`config.mk`:
```
export PLATFORM = sky130hd
export DESIGN_NAME = mem_lsu
export DESIGN_NICKNAME = d
export VERILOG_FILES = /design/src/rtl/mem_lsu_pkg.sv /design/src/rtl/lsu_load_align.sv /design/src/rtl/mem_lsu.sv
export SDC_FILE = /design/constraint.sdc
export NUM_CORES = 1
export LEC_CHECK = 0
export BUFFER_PORTS_ARGS = -buffer_cell sky130_fd_sc_hd__buf_2
export CORE_MARGIN = 2
export CORE_UTILIZATION = 48
export CTS_CLUSTER_DIAMETER = 120
export DETAILED_ROUTE_END_ITERATION = 8
export PLACE_DENSITY_LB_ADDON = 0.05
export SKIP_CTS_REPAIR_TIMING = 1
export SYNTH_ARGS = -nofsm -noshare
export SYNTH_HDL_FRONTEND = slang
export SYNTH_SLANG_ARGS = --single-unit
```
`constraint.sdc`:
```
create_clock -name clk -period 2.27 [get_ports clk]
set_clock_uncertainty 0.2 [all_clocks]
set_input_delay 0 -clock clk [delete_from_list [all_inputs] [get_ports clk]]
set_output_delay 0 -clock clk [all_outputs]
set_load 0.02 [all_outputs]
```
`src/rtl/mem_lsu_pkg.sv`:
```
// mem_lsu_pkg: shared FSM state encodings, funct3 size codes and data width for the load/store unit
package mem_lsu_pkg;
  localparam int XLEN = 32;
  localparam logic [2:0] F3_B  = 3'b000;
  localparam logic [2:0] F3_H  = 3'b001;
  localparam logic [2:0] F3_W  = 3'b010;
  localparam logic [2:0] F3_BU = 3'b100;
  localparam logic [2:0] F3_HU = 3'b101;
  typedef enum logic [1:0] {
    S_IDLE = 2'd0,
    S_REQ  = 2'd1,
    S_WAIT = 2'd2
  } state_t;
endpackage

```
`src/rtl/lsu_load_align.sv`:
```
// lsu_load_align: selects the loaded byte/half lane from a bus word and sign/zero-extends it
// Ports: i_funct3 load size/sign, i_lo byte offset within the word, i_rdata bus word, o_data extended result.
module lsu_load_align
  import mem_lsu_pkg::*;
(
  input  logic [2:0]      i_funct3,
  input  logic [1:0]      i_lo,
  input  logic [XLEN-1:0] i_rdata,
  output logic [XLEN-1:0] o_data
);
  logic [15:0] w_h;
  logic [7:0]  w_b;
  assign w_h = i_lo[1] ? i_rdata[31:16] : i_rdata[15:0];
  assign w_b = i_lo[0] ? w_h[15:8] : w_h[7:0];
  assign o_data = i_funct3 == F3_B  ? {{24{w_b[7]}}, w_b} :
                  i_funct3 == F3_BU ? {24'h0, w_b} :
                  i_funct3 == F3_H  ? {{16{w_h[15]}}, w_h} :
                  i_funct3 == F3_HU ? {16'h0, w_h} : i_rdata;
endmodule

```
`src/rtl/mem_lsu.sv`:
```
// mem_lsu: single-outstanding load/store unit bridging the memory stage to a req/gnt/rvalid bus
// Ports: clk, rst_n (async, active-low); valid_M, mem_rd_M, mem_wr_M, funct3_M, ALU_result_M, rs2_data_M
//        from the memory stage; bus_req/we/addr/wdata/wstrb out, bus_gnt/rvalid/rdata in;
//        Rdata_W (load result), stall_M (hold upstream), misalign_err out.
// Macro LSU_MISALIGN_TRAP_EN: reject misaligned half/word accesses with a misalign_err pulse
// instead of forcing them to natural alignment.
module mem_lsu
  import mem_lsu_pkg::*;
(
  input  logic            clk,
  input  logic            rst_n,
  input  logic            valid_M,
  input  logic            mem_rd_M,
  input  logic            mem_wr_M,
  input  logic [2:0]      funct3_M,
  input  logic [XLEN-1:0] ALU_result_M,
  input  logic [XLEN-1:0] rs2_data_M,
  output logic            bus_req,
  output logic            bus_we,
  output logic [XLEN-1:0] bus_addr,
  output logic [XLEN-1:0] bus_wdata,
  output logic [3:0]      bus_wstrb,
  input  logic            bus_gnt,
  input  logic            bus_rvalid,
  input  logic [XLEN-1:0] bus_rdata,
  output logic [XLEN-1:0] Rdata_W,
  output logic            stall_M,
  output logic            misalign_err
);
  state_t          r_state;
  logic [2:0]      r_f3;
  logic [1:0]      r_lo;
  logic [1:0]      w_lo;
  logic            w_is_b, w_is_h, w_go, w_acc;
  logic [3:0]      w_wstrb;
  logic [XLEN-1:0] w_wdata, w_ld;
  assign w_is_b = funct3_M == F3_B || funct3_M == F3_BU;
  assign w_is_h = funct3_M == F3_H || funct3_M == F3_HU;
  // Offset forced to natural alignment; undefined funct3 behaves as a word access
  assign w_lo = w_is_b ? ALU_result_M[1:0] : w_is_h ? {ALU_result_M[1], 1'b0} : 2'b00;
  assign w_go = r_state == S_IDLE && valid_M && (mem_rd_M || mem_wr_M);
`ifdef LSU_MISALIGN_TRAP_EN
  logic w_mis;
  // Misaligned exactly when forcing alignment would change the offset
  assign w_mis = w_lo != ALU_result_M[1:0];
  assign w_acc = w_go && !w_mis;
  always_ff @(posedge clk or negedge rst_n)
    if (!rst_n) misalign_err <= 1'b0;
    else misalign_err <= w_go && w_mis;
`else
  assign w_acc = w_go;
  assign misalign_err = 1'b0;
`endif
  assign w_wdata = w_is_b ? {4{rs2_data_M[7:0]}} : w_is_h ? {2{rs2_data_M[15:0]}} : rs2_data_M;
  assign w_wstrb = w_is_b ? 4'b0001 << w_lo : w_is_h ? 4'b0011 << w_lo : 4'b1111;
  // Combinational so the completing cycle releases the pipeline without an extra bubble
  assign stall_M = rst_n && (w_acc || (r_state == S_REQ && !(bus_gnt && bus_we)) ||
                             (r_state == S_WAIT && !bus_rvalid));
  lsu_load_align u_align (
    .i_funct3(r_f3),
    .i_lo    (r_lo),
    .i_rdata (bus_rdata),
    .o_data  (w_ld)
  );
  always_ff @(posedge clk or negedge rst_n)
    if (!rst_n) begin
      r_state   <= S_IDLE;
      r_f3      <= '0;
      r_lo      <= '0;
      bus_req   <= 1'b0;
      bus_we    <= 1'b0;
      bus_addr  <= '0;
      bus_wdata <= '0;
      bus_wstrb <= '0;
      Rdata_W   <= '0;
    end else begin
      case (r_state)
        S_IDLE: if (w_acc) begin
          r_state   <= S_REQ;
          r_f3      <= funct3_M;
          r_lo      <= w_lo;
          bus_req   <= 1'b1;
          bus_we    <= !mem_rd_M;
          bus_addr  <= {ALU_result_M[31:2], 2'b00};
          bus_wdata <= w_wdata;
          bus_wstrb <= mem_rd_M ? 4'b0000 : w_wstrb;
        end
        S_REQ: if (bus_gnt) begin
          bus_req <= 1'b0;
          r_state <= bus_we ? S_IDLE : S_WAIT;
        end
        S_WAIT: if (bus_rvalid) begin
          Rdata_W <= w_ld;
          r_state <= S_IDLE;
        end
        default: r_state <= S_IDLE;
      endcase
    end
endmodule

```
==> results of run 1 <==
-- synthesized netlist by cell type --
cell type and count:
a21oi_1 32, dfrtp_1 107, nor3_2 2, or3b_2 1, nor4b_1 1, o41ai_2 1, buf_4 4, inv_1 1
o311a_1 1, o41ai_1 1, o21ai_2 1, nor2b_1 6, a211oi_1 1, or2_4 1, buf_6 2, or4_1 1
nor2_2 2, a21o_1 1, o31ai_1 2, ha_1 1, nor4_2 1, a221oi_1 1, nor2_1 40, buf_2 12
o32ai_1 7, conb_1 1, o21ai_0 30, nand2_1 179, mux2_2 11, and2_1 1, clkinv_1 1, nor3_1 1
o221a_2 7, or3_1 1, a22oi_1 8, clkbuf_1 21, nand2b_1 2, a22o_1 8, a21oi_2 1, o221ai_1 1
nor4_4 1, mux2i_1 27
-- power by group --
part / switching, mW / total [mW] / internal (mW) / leakage [nW]
clock network: 0.617 / 0.998 / 0.381 / 0.0815
logic: 2.66 / 4.28 / 1.62 / 2.39
registers: 0.578 / 3.39 / 2.81 / 1.30
total: 3.85 / 8.67 / 4.82 / 3.77
-- metrics by stage --
stage | std cells | area (um^2) | hold WS [ps]
6_report | 987 | 7480 | -32.4
5_1_grt | 987 | 7480 | 43.3
4_1_cts | 868 | 6280 | -689
3_5_place_dp | 854 | 6130 | -287
3_3_place_gp | 854 | 6130 | -290
2_1_floorplan | 533 | 4960 | -496
-- final timing paths --
| kind | end | slack, ps | depth (start not counted) |
|---|---|---|---|
| setup / recovery | Rdata_W[17]$_DFFE_PN0P_ | 210 | 5 |
| hold / removal | bus_req$_DFFE_PN0P_ | -30 | 5 |
| setup reg to reg | Rdata_W[17]$_DFFE_PN0P_ | 210 | 5 |
| hold reg to reg | bus_addr[20]$_DFFE_PN0P_ | 280 | 2 |
| max in group asynchronous | Rdata_W[19]$_DFFE_PN0P_ | 620 | 3 |
| min in group asynchronous | bus_wdata[25]$_DFFE_PN0P_ | 120 | 3 |
-- worst min-delay path, delay by kind of cell --
kind                   cells  cell delay [ps]
buffers and inverters      1               90
AND/OR/NAND/NOR            2              190
AO/OA/AOI/OAI              2              220
-- routing by layer --
layer	wire length, um	part of all wire	global-route usage
met5	0	0	0
met4	281	0.018	0.0921
met3	769	0.050	0.0482
met2	8130	0.53	0.401
met1	6210	0.40	0.314
-- cell type report --
class / count / area [um^2] / area share
Timing Repair Buffer: 343 / 2380 / 0.318
Sequential cell: 107 / 2680 / 0.358
Inverter: 2 / 7.51 / 0.00100
Clock buffer: 10 / 128 / 0.0171
Clock inverter: 4 / 20.0 / 0.00268
Multi-Input combinational cell: 385 / 2100 / 0.280
Tap cell: 136 / 170 / 0.0227
-- flip-flops by register name, indices dropped and copies added (netlist names) --
register	flops
bus_addr	30
r_lo	2
Rdata_W	32
r_state	2
bus_req	1
bus_we	1
bus_wdata	32
r_f3	3
bus_wstrb	4
-- placed cells by master (no fill, tap or decap), types with 2 or more instances in the layout --
master	instances
nand2b_1	2
nor2b_1	6
dlygate4sd3_1	118
a21oi_1	32
o32ai_1	7
dfrtp_1	107
mux2_2	11
nand2_1	179
conb_1	3
buf_4	18
clkbuf_8	9
a22o_1	8
o31ai_1	2
nor2_2	3
a22oi_1	8
o221a_2	7
clkinv_2	4
buf_12	2
o21ai_0	30
nor2_1	39
mux2i_1	27
buf_2	205
-- cell families (layout without fill, tap and decap cells) --
logic type / Yosys count / in the layout / synth area share
flip-flops: 107 / 107 / 0.540
adder cells (fa/ha/maj): 1 / 1 / 0.00252
AO/OA/AOI/OAI: 103 / 103 / 0.137
AND/OR/NAND/NOR: 240 / 240 / 0.200
other: 1 / 3 / 0.000756
buffers and inverters: 41 / 359 / 0.0401
multiplexers: 38 / 38 / 0.0795
==> reports/metrics.yaml, run 1 <==
die_area_um2: 11200
io_pins: 210
wl_um: 15400
num_vias: 4998
drcViolationCount: 0
min_path_type: "input port to flop"
arrival_ps: 2140
critPathMaxStageDelay_ps: 620
power_density_nw_per_um2: 1160
drt_iter0_drc: 241
synth_top_area_share: 0.540
cts_buffers: 9
hold_slack_ps: -32.4
io_buffers: 206
utilization: 0.735
yosysUniqueCellTypes: 42
cp-end-kind: "flop"
min_from: "mem_wr_M"
finalSetupViolations: 0
violations: "hold timing"
die_w_um: 106
syn_area_um2: 4960
period_needed_ps: 2060
routabilityCongestion: 0.878
antenna_found_initial: 0
worst_pin_slew_ps: 876
cts.path.max_buffers: 2
critPathKind: "flop to flop"
std_cell_rows: 37
total_power_mw: 8.67
cp_slowest_cell: "or4_1"
crit_path_start: "r_lo[1]$_DFFE_PN0P_"
slew_viol_final: 0
path_buf_inv: 1
die_h_um: 106
path_cells: "or4_1 > nor2_2 > nor4_4 > buf_12 > a21oi_1"
tritoncts: "yes"
layout_worst_path_cycle_share: 0.906
avgViaCountPerCell: 5.06
netlist_instances: 531
nets: 955
ys_ff_latch: 107
cts.sinks: 107
syn_to_final_growth_pct: 51.0
initial_core_util: 0.487
grt-ovfl-total: 0
grt.total_usage: 0.242
antenna_cells: 0
status: "complete, but fails checks"
crit_required_ps: 2350
avgSynthCellArea_um2: 9.34
grt_start_max_net_pins: 99
synthTopCellsByArea: "dfrtp_1, nand2_1, mux2i_1"
leakage_nw: 3.77
ctsRootBufferMaster: "clkbuf_8"
setup_slack_ps: 213
drive_gt1_frac: 0.316
rsz0062_at_grt: "no"
wl_per_cell_um: 15.6
dr.pass1.iters: 4
ys_seq_area_frac: 0.540
htree_levels: 3
detail-route-antenna-nets: 0
slew_headroom: 0.414
cap_violations: 0
yosysWarnings: 0
peakVddDrop_v: 0.000660
path_delay_family: "simple AND/OR/NAND/NOR gates"
r2r_start: "r_lo[1]$_DFFE_PN0P_"
start_kind: "flop"
clock_latency_ps: 360
first_global_vias: 4357
yosys.area.top_type: "dfrtp_1"
fmax_mhz: 486
grt_pass1_wl_um: 21500
clkSlewWorstSetupHoldPaths_ps: 90
setup-tns-final_ps: 0
coreArea_um2: 10200
dp_hpwl_um: 9760
finalHoldViolCount: 1
pre_cts_slack_ps: 47.1
path_max_fanout: 16
fillCellCount: 783
(Power assumes the default switching activity.)
==> run 2: changes to the inputs <==
CORE_UTILIZATION = 52   (was 48)
clock period = 2.6 ns   (was 2.27 ns; I/O delays follow)
==> reports/metrics.yaml, run 2 (same netlist as run 1, synthesis figures left out) <==
start_kind: "flop"
regToRegEndpoint: "Rdata_W[22]$_DFFE_PN0P_"
setup_slack_ps: 267
violations: "hold timing"
die_area_um2: 10300
peakVddDrop_v: 0.000570
antenna_cells: 0
die_w_um: 102
fmax_mhz: 429
layout_top_registers: "Rdata_W (32), bus_wdata (32), bus_addr (30)"
path_cells: "nand2b_1 > nor4_2 > nor4_4 > a21oi_1"
tritoncts: "yes"
worst_pin_slew_ps: 896
cap_violations: 0
finalHoldViolCount: 39
syn_to_final_growth_pct: 49.9
detail-route-antenna-nets: 0
period_needed_ps: 2330
antenna_found_initial: 0
final_common_cell: "buf_2"
num_vias: 5039
coreArea_um2: 9240
dp_hpwl_um: 9260
avgViaCountPerCell: 5.20
die_h_um: 102
io_pins: 210
slew_viol_final: 0
layout_worst_path_cycle_share: 0.897
leakage_nw: 3.74
fillCellCount: 642
clkSlewWorstSetupHoldPaths_ps: 100
mostFrequentLayoutCells: "buf_2, nand2_1, dlygate4sd3_1"
setup-tns-final_ps: 0
wl_per_cell_um: 15.8
drive_gt1_frac: 0.312
rr_worst_depth: 4
arrival_ps: 2350
grt.total_usage: 0.245
cts.sinks: 107
cp-end-kind: "flop"
drt_iter0_drc: 243
grt-ovfl-total: 0
dr.pass1.iters: 4
power_density_nw_per_um2: 1040
routabilityCongestion: 0.866
nets: 943
rrSetupSlack_ps: 270
finalSetupViolations: 0
crit_cells: 4
cp_slowest_cell: "nor4_4"
path_max_fanout: 17
grt_pass1_wl_um: 20000
hold_slack_ps: -38.0
first_global_vias: 4120
slew_headroom: 0.398
path_delay_family: "simple AND/OR/NAND/NOR gates"
rsz0062_at_grt: "no"
ctsRootBufferMaster: "clkbuf_8"
initial_core_util: 0.536
min_path_type: "input port to asynchronous set/reset pin"
status: "complete, but fails checks"
grt_start_max_net_pins: 76
io_buffers: 206
std_cell_rows: 35
clock_latency_ps: 380
crit_required_ps: 2620
r2r_start: "r_f3[1]$_DFFE_PN0P_"
path_buf_inv: 0
cts.path.max_buffers: 2
htree_levels: 3
pre_cts_slack_ps: 282
wl_um: 15300
cts_buffers: 9
critPathKind: "flop to flop"
drcViolationCount: 0
critPathMaxStageDelay_ps: 810
## run 2: cell count changes in the layout (fill, tap and decap cells not counted)
cell | before | now
buf_4 | 18 | 11
clkinv_2 | 4 | 0
dlygate4sd3_1 | 118 | 114
bufinv_16 | 0 | 2
clkinvlp_4 | 0 | 2
buf_12 | 2 | 1
clkbuf_8 | 9 | 10
## run 2: cell type report
class,instances,area (um^2),share of cell area
clock inverter,4,75.1,0.0101
inverter,2,7.51,0.00101
multi-input combinational,385,2100,0.282
tap,129,161,0.0217
sequential,107,2680,0.360
clock buffer,11,141,0.0190
timing repair buffer,331,2270,0.305
## run 2: worst max path at each step
stage / from / to / slack (ps)
6_report: r_f3[1]$_DFFE_PN0P_ / Rdata_W[22]$_DFFE_PN0P_ / 270
5_1_grt: r_state[1]$_DFFE_PN0P_ / Rdata_W[7]$_DFFE_PN0P_ / 120
4_1_cts: r_f3[1]$_DFFE_PN0P_ / Rdata_W[22]$_DFFE_PN0P_ / 280
3_5_place_dp: r_f3[1]$_DFFE_PN0P_ / Rdata_W[30]$_DFFE_PN0P_ / 280
3_3_place_gp: r_f3[1]$_DFFE_PN0P_ / Rdata_W[31]$_DFFE_PN0P_ / 430
2_1_floorplan: r_f3[1]$_DFFE_PN0P_ / Rdata_W[1]$_DFFE_PN0P_ / 820
## run 2: power breakdown
part,internal (mW),switching [mW],total (mW)
clock network,0.564,0.556,1.12
registers,2.46,0.544,3.00
logic,1.36,2.27,3.63
## run 2: layer usage
layer / up-vias / wire length, um / share of wire / GRT usage
met4: 0 / 439 / 0.029 / 0.0873
met3: 38 / 947 / 0.062 / 0.0524
met1: 2415 / 6000 / 0.39 / 0.332
met2: 194 / 7900 / 0.52 / 0.390
li1: 2392 / - / - / -
met5: - / 0 / 0 / 0
## run 2: metrics by stage
stage / util / cell area [um^2] / instances / power (mW)
floorplan: - / 4960 / 533 / 5.19
global placement: 0.657 / 6070 / 840 / 6.34
detailed placement: 0.657 / 6070 / 840 / 6.44
CTS: 0.681 / 6290 / 855 / 7.56
global route: 0.804 / 7430 / 969 / 8.24
finish: 0.804 / 7430 / 969 / 7.75
## run 2: worst reg2reg max path, stage by stage, from the launching register on
cell      delay, ps
dfrtp_1         670
nand2b_1        230
nor4_2           90
nor4_4          810
a21oi_1         170
